==> config.mk <==
export PLATFORM = sky130hd
export DESIGN_NAME = unidad_redireccion_pc
export DESIGN_NICKNAME = d
export VERILOG_FILES = /design/src/rtl/pipeline_pkg.sv /design/src/rtl/contador_saturado.sv /design/src/rtl/unidad_redireccion_pc.sv
export SDC_FILE = /design/constraint.sdc
export NUM_CORES = 1
export LEC_CHECK = 0
export CAP_MARGIN = 20
export CORE_ASPECT_RATIO = 1.4
export CORE_MARGIN = 5
export CORE_UTILIZATION = 29
export DETAILED_ROUTE_END_ITERATION = 8
export PLACE_DENSITY = 0.6
export SLEW_MARGIN = 20
export SYNTH_ARGS = -nofsm -noshare
export SYNTH_HDL_FRONTEND = slang
export SYNTH_SLANG_ARGS = --single-unit
==> constraint.sdc <==
create_clock -name clk -period 4.65 [get_ports clk]
set_input_delay 1.395 -clock clk [delete_from_list [all_inputs] [get_ports clk]]
set_output_delay 1.395 -clock clk [all_outputs]
set_load 0.05 [all_outputs]
==> src/rtl/pipeline_pkg.sv <==
// Shared pipeline types for the fetch/redirect stage: PC FSM states,
// instruction size and a target-alignment helper.
package pipeline_pkg;

    typedef enum logic [1:0] {
        INICIO = 2'd0,
        FETCH  = 2'd1,
        PEND   = 2'd2
    } estado_pc_t;

    localparam int unsigned INSTR_BYTES = 4;

    function automatic logic desalineado(input logic [1:0] lsb);
        return (lsb != 2'b00);
    endfunction

endpackage

==> src/rtl/contador_saturado.sv <==
// Saturating up-counter: increments on inc and sticks at all-ones.
module contador_saturado #(
    parameter int CNT_W = 16
) (
    input  logic             clk,
    input  logic             rst_n,
    input  logic             inc,
    output logic [CNT_W-1:0] cuenta
);

    logic [CNT_W-1:0] cuenta_q;
    logic [CNT_W-1:0] cuenta_d;

    // Next count, held once all-ones is reached.
    always_comb begin
        cuenta_d = cuenta_q;
        if (inc && (cuenta_q != {CNT_W{1'b1}})) begin
            cuenta_d = cuenta_q + {{(CNT_W-1){1'b0}}, 1'b1};
        end else begin
            cuenta_d = cuenta_q;
        end
    end

    // Count register.
    always_ff @(posedge clk or negedge rst_n) begin
        if (!rst_n) begin
            cuenta_q <= {CNT_W{1'b0}};
        end else begin
            cuenta_q <= cuenta_d;
        end
    end

    assign cuenta = cuenta_q;

endmodule

==> src/rtl/unidad_redireccion_pc.sv <==
// PC register and fetch-redirect stage: issues fetch requests over valid/ready,
// redirects on taken branches/jumps and squashes the wrong-path instructions.
module unidad_redireccion_pc
    import pipeline_pkg::*;
#(
    parameter int           W        = 32,
    parameter logic [W-1:0] PC_RESET = 32'h0000_0000,
    parameter int           CNT_W    = 16
) (
    input  logic             clk,
    input  logic             rst_n,
    input  logic             salto_ex,
    input  logic             rama_ex,
    input  logic             jump_ex,
    input  logic [W-1:0]     destino_ex,
    input  logic             stall,
    input  logic             imem_listo,
    output logic [W-1:0]     pc,
    output logic             pc_valido,
    output logic             flush_if_id,
    output logic             flush_id_ex,
    output logic [CNT_W-1:0] cnt_redir,
    output logic             err_alineacion
);

    estado_pc_t     estado_q, estado_d;
    logic [W-1:0]   pc_q, pc_d;
    logic [W-1:0]   destino_pend_q, destino_pend_d;
    logic           pc_valido_q, pc_valido_d;
    logic           err_q, err_d;
    logic           redir_s;
    logic [W-1:0]   destino_al_s;
    logic           flush_if_id_s;
    logic           flush_id_ex_s;

    // Next-state, next-PC and flush decode.
    always_comb begin
        redir_s        = (rama_ex & salto_ex) | jump_ex;
        destino_al_s   = {destino_ex[W-1:2], 2'b00};
        estado_d       = estado_q;
        pc_d           = pc_q;
        destino_pend_d = destino_pend_q;
        flush_if_id_s  = 1'b0;
        flush_id_ex_s  = 1'b0;
        case (estado_q)
            INICIO: begin
                estado_d = FETCH;
                if (redir_s) begin
                    flush_if_id_s = 1'b1;
                    flush_id_ex_s = 1'b1;
                    pc_d          = destino_al_s;
                end else begin
                    pc_d = pc_q;
                end
            end
            FETCH: begin
                if (redir_s) begin
                    flush_if_id_s = 1'b1;
                    flush_id_ex_s = 1'b1;
                    if (imem_listo) begin
                        pc_d = destino_al_s;
                    end else begin
                        destino_pend_d = destino_al_s;
                        estado_d       = PEND;
                    end
                end else if (imem_listo && !stall) begin
                    pc_d = pc_q + W'(INSTR_BYTES);
                end else begin
                    pc_d = pc_q;
                end
            end
            PEND: begin
                // A fresh redirect supersedes the pending target.
                if (redir_s) begin
                    flush_if_id_s = 1'b1;
                    flush_id_ex_s = 1'b1;
                    if (imem_listo) begin
                        pc_d     = destino_al_s;
                        estado_d = FETCH;
                    end else begin
                        destino_pend_d = destino_al_s;
                    end
                end else if (imem_listo) begin
                    flush_if_id_s = 1'b1;
                    pc_d          = destino_pend_q;
                    estado_d      = FETCH;
                end else begin
                    pc_d = pc_q;
                end
            end
            default: begin
                estado_d = INICIO;
            end
        endcase
        pc_valido_d = (estado_d != INICIO);
        err_d       = err_q | (redir_s & desalineado(destino_ex[1:0]));
    end

    // FSM state and registered outputs.
    always_ff @(posedge clk or negedge rst_n) begin
        if (!rst_n) begin
            estado_q       <= INICIO;
            pc_q           <= PC_RESET;
            destino_pend_q <= {W{1'b0}};
            pc_valido_q    <= 1'b0;
            err_q          <= 1'b0;
        end else begin
            estado_q       <= estado_d;
            pc_q           <= pc_d;
            destino_pend_q <= destino_pend_d;
            pc_valido_q    <= pc_valido_d;
            err_q          <= err_d;
        end
    end

    contador_saturado #(
        .CNT_W (CNT_W)
    ) u_contador (
        .clk    (clk),
        .rst_n  (rst_n),
        .inc    (redir_s),
        .cuenta (cnt_redir)
    );

    assign pc             = pc_q;
    assign pc_valido      = pc_valido_q;
    assign flush_if_id    = flush_if_id_s;
    assign flush_id_ex    = flush_id_ex_s;
    assign err_alineacion = err_q;

endmodule
Word level (Yosys, flattened, before mapping)
Index checks and enable logic that the tools add are counted.
W data, S select, Z words.
{ "totals": {"ff_bits": 82, "latch_bits": 0, "mem_bits_rw": 0, "rom_bits": 0, "inputBits": 39, "out_inout_bits": 52, "n_memories": 0} }
{ "classes": {"add_sub_neg": 2, "multipliers": 0, "n_div": 0, "magnitude_cmp": 0, "eq_ne": 6, "n_shift": 0, "mux": 16, "bitwise": 5, "n_reduce_logical": 12} }
{ "op_table": {"columns": ["op", "n"], "rows": [
  ["$mux W32", 6],
  ["$pmux W32 S3", 1],
  ["$add A32 B3 Y32 const B", 1],
  ["$add A16 B1 Y16 const B", 1],
  ["$ne A16 B16 Y1 const B", 1],
  ["$mux W2", 3],
  ["$ne A3 B2 Y1 const B", 2],
  ["$pmux W2 S3", 1],
  ["$mux W1", 4],
  ["$reduce_and A4 Y1", 1],
  ["$reduce_bool A2 Y1", 2],
  ["$reduce_or A2 Y1", 2],
  ["$reduce_and A3 Y1", 1],
  ["$reduce_bool A3 Y1", 1],
  ["$reduce_or A3 Y1", 1],
  ["$and A1 B1 Y1", 2],
  ["$eq A2 B1 Y1 const B", 1],
  ["$eq A2 B2 Y1 const B", 1],
  ["$logic_and A1 B1 Y1", 2],
  ["$logic_not A2 Y1", 1],
  ["$ne A2 B1 Y1 const B", 1],
  ["$or A1 B1 Y1", 2],
  ["$pmux W1 S2", 1],
  ["$logic_not A1 Y1", 1],
  ["$not A1 Y1", 1]
]} }

Longest topological paths before layout
{ "logic_depth": {"depth_word": 5, "depth_mapped": 10, "mapped_depth_nobuf": 7} }

Hierarchy
Synthesis repeated with hierarchy kept, for this count alone.
{ "hier_totals": {"hier_cells": 623, "hier_area_um2": 5306.3} }
{ "modules_own_cells": {"columns": ["mod", "n_inst", "cells_each", "area_each_um2"], "rows": [
  ["unidad_redireccion_pc", 1, 551, 4446.8],
  ["contador_saturado", 1, 72, 859.6]
]} }

Least setup slack after synthesis
OpenSTA, ideal clock, no wires.
{ "synth_timing": {"path_kind": "input -> output", "from": "input port rama_ex", "to": "output port flush_if_id", "arrival_ns": 2.804, "required_time_ns": 3.255, "slack_ns": 0.451, "stages": 5, "path_cell_list": "a21o_1 > buf_2 > clkbuf_1 > o21ai_0 > a21oi_1"} }
{ "synth_via": {"elab_chain_cells": 4, "elab_cells_between_ends": 5, "cone_classes": "mux: 3; bitwise: 2"} }
{ "synth_lines": {"columns": ["item", "line_no", "rtl"], "rows": [
  ["from (decl)", "unidad_redireccion_pc.sv:13", "input logic rama_ex,"],
  ["$and A1 B1 Y1 (*)", "unidad_redireccion_pc.sv:38", "redir_s = (rama_ex & salto_ex) | jump_ex;"],
  ["$or A1 B1 Y1 (*)", "unidad_redireccion_pc.sv:38", null],
  ["$mux W1, on equally long branches", "unidad_redireccion_pc.sv:74, unidad_redireccion_pc.sv:48, unidad_redireccion_pc.sv:57", null],
  ["$pmux W1 S2 (*)", "unidad_redireccion_pc.sv:45", "case (estado_q)"],
  ["to (decl)", "unidad_redireccion_pc.sv:20", "output logic flush_if_id,"]
]} }
Every way passes the cells marked *; elsewhere a longest branch is shown, timed or not.

Worst setup path after layout
Ends and elaborated chain as after synthesis.

==> run metrics <==
DRC viols=0; worst setup margin=622 ps; first-pass GRT wire length=26.7 mm; CP max FO=4; Peak VDD IR=0.270 mV; Post-synth top flop=dfrtp_1; pre-CTS WS=638 ps; RePlAce Congestion=0.794; critical path arrival=2630 ps; Initial Utilization=29.2%; vias in the first global route=5016; Worst-Margin Slew=928 ps; largest area contributor in the netlist=dfrtp_1; ys async rst share=100%; post-route ant nets=0; Hold Path Class=flop to flop; Highest Clock Rate=248 MHz; Site Rows=57; Nets=732; setup bufs post-CTS=0; FILL cells=1808; Bufs on Longest Clock Path=2; CP startpoint=rama_ex; GRT overflow=0; largest net degree at the start of global routing=67; Leak=2.65 nW; Fin. Hold Viols=0; pwr dens=798 nW/µm²; Tmin final=4030 ps; setup_tns=0 ps; Final Slew Violations=0; Setup Skew=7.70 ps; number of flops mapped to enable cells by yosys=0; Req. time, crit path=3250 ps; Synth top cells by count=nand2_1 (135), dfrtp_1 (82), nor2_1 (45), o21ai_0 (31), clkbuf_1 (28); RSZ-0062 raised after global routing=false; total wire length=16.6 mm; total clock sinks=82; Die W=121 µm; most numerous cell in the Yosys netlist=nand2_1; synth top area cells=dfrtp_1 (41%), nand2_1 (10%), nor2_1 (3.4%); HPWL Detailed=11.4 mm; WL/cell=17.9 µm; Seq/Total Area, Yosys=40.9%; share of the synthesized area in the top cell type=40.9%; kind of end point of the critical path=primary output; Min Hold Slack=477 ps; Worst-Skew Late Latency=340 ps; setup violators final=0; Core Region=17200 µm²; Reg clk slew, reported paths=60 ps; Worst setup SP type=primary input; number of synthesized register bits=82; post-synthesis average cell area=8.28 µm²; YS warnings=0; Slew headroom=38.1%; post-CTS sizing=0; IO buf count=90; Via Count=5014; # diodes=0; CTS tree=built; clk root buf=clkbuf_16; synth-to-layout area growth=29.6%; status=finished clean; die height=166 µm; CTS H-Tree Depth=3; Syn Inst Count=605; layout cell share with drive strength beyond 1=7.24%; drt pass-1 iters=4; critical path class=primary input to primary output; Reg-to-Reg Start=estado_q[1]; CTS Hold Buffers Added=0; Initial DRC Count=306; max_cap viols=0; Num CTS Buffers=9; num ports=91; Total GRT Usage=16.6%; Net Count, Synth=651; post-synthesis cell area=5010 µm²; Tcrit/Tclk final=86.6%; Vias per Instance=5.41; die area=20100 µm²; antenna violations before repair=0; min-delay src=destino_pend_q[31]; Netlist cell types=70
## flip-flops by register name, indices dropped and copies added, names as in the netlist
name	flops
pc	32
estado_q	2
destino_pend_q	30
pc_valido	1
u_contador.cuenta	16
err_alineacion	1
## through the flow
stage	instances	total power [mW]	util [%]	instance area [µm²]
detailed placement	911	4.46	36.0	6200
global placement	911	4.43	36.0	6200
floorplan	605	3.44	-	5010
CTS	927	5.22	37.8	6500
finish	927	5.19	37.8	6500
global route	927	5.55	37.8	6500
## cell usage in the layout (no fill, tap or decap), types with 5 or more instances in the layout
cell type        netlist  layout
nand2_1              135     135
clkdlybuf4s50_1        0      87
dfrtp_1               82      82
nor2_1                45      45
o21ai_0               31      31
a21oi_1               27      26
nand3_1               22      22
buf_4                  1      20
nor3_1                17      16
nand4_1               15      15
inv_1                 11      11
nor4_1                11      11
xor2_1                10      10
xnor2_1               10      10
o31ai_1               10      10
a2bb2oi_1              9       9
o211ai_1               9       9
clkbuf_16              0       9
and3_1                 8       8
a211oi_1               8       8
ha_1                   7       7
a22oi_1                6       6
o2bb2ai_1              6       6
o22a_1                 6       6
a31oi_1                6       6
and2_1                 5       5
o311a_1                5       5
a221o_1                5       5
## final timing paths
| kind | endpoint | slack (ps) | cells past startpoint |
|---|---|---|---|
| max | flush_if_id | 620 | 5 |
| min | destino_pend_q[31] | 480 | 2 |
| max reg2reg | pc[30] | 1820 | 10 |
| min reg2reg | destino_pend_q[31] | 480 | 2 |
| max in group asynchronous | u_contador.cuenta[11] | 2680 | 2 |
| min in group asynchronous | destino_pend_q[29] | 1190 | 1 |
## critical path, stage by stage
cell	delay (ps)
clkdlybuf4s50_1	540
a21o_1	170
o21ai_0	80
a21oi_1	280
buf_12	180
## per-layer routing
layer	share of wire, %	vias to the layer above	global-route usage [%]
li1	-	2373	-
met1	42	2479	20.3
met2	51	145	29.4
met3	5.6	17	3.37
met4	1.6	0	5.21
met5	0	-	0
## report_power, final
group | leakage [nW] | internal, mW | switching (mW)
clock network | 0.142 | 0.420 | 0.312
logic | 1.50 | 1.12 | 1.92
registers | 1.00 | 1.03 | 0.379
## cell families (layout without fill, tap and decap cells)
kind of cell	Yosys count	in the layout	share of synthesized area, %
simple gates	277	277	25.3
compound gates	165	165	23.5
flops	82	82	40.9
buf+inv	50	136	4.12
xor+xnor	20	20	3.49
fa+ha+maj	7	7	1.75
mux	4	4	0.849
## area by class of cell
class	count	area [µm²]	share of cell area, %
clock buffer	9	225	3.47
clock inverter	7	76.3	1.17
inverter	12	45.0	0.693
multi-input combinational	473	2760	42.5
sequential	82	2050	31.6
tap	236	295	4.54
timing repair buffer	108	1040	16.0
(Power assumes the default switching activity.)
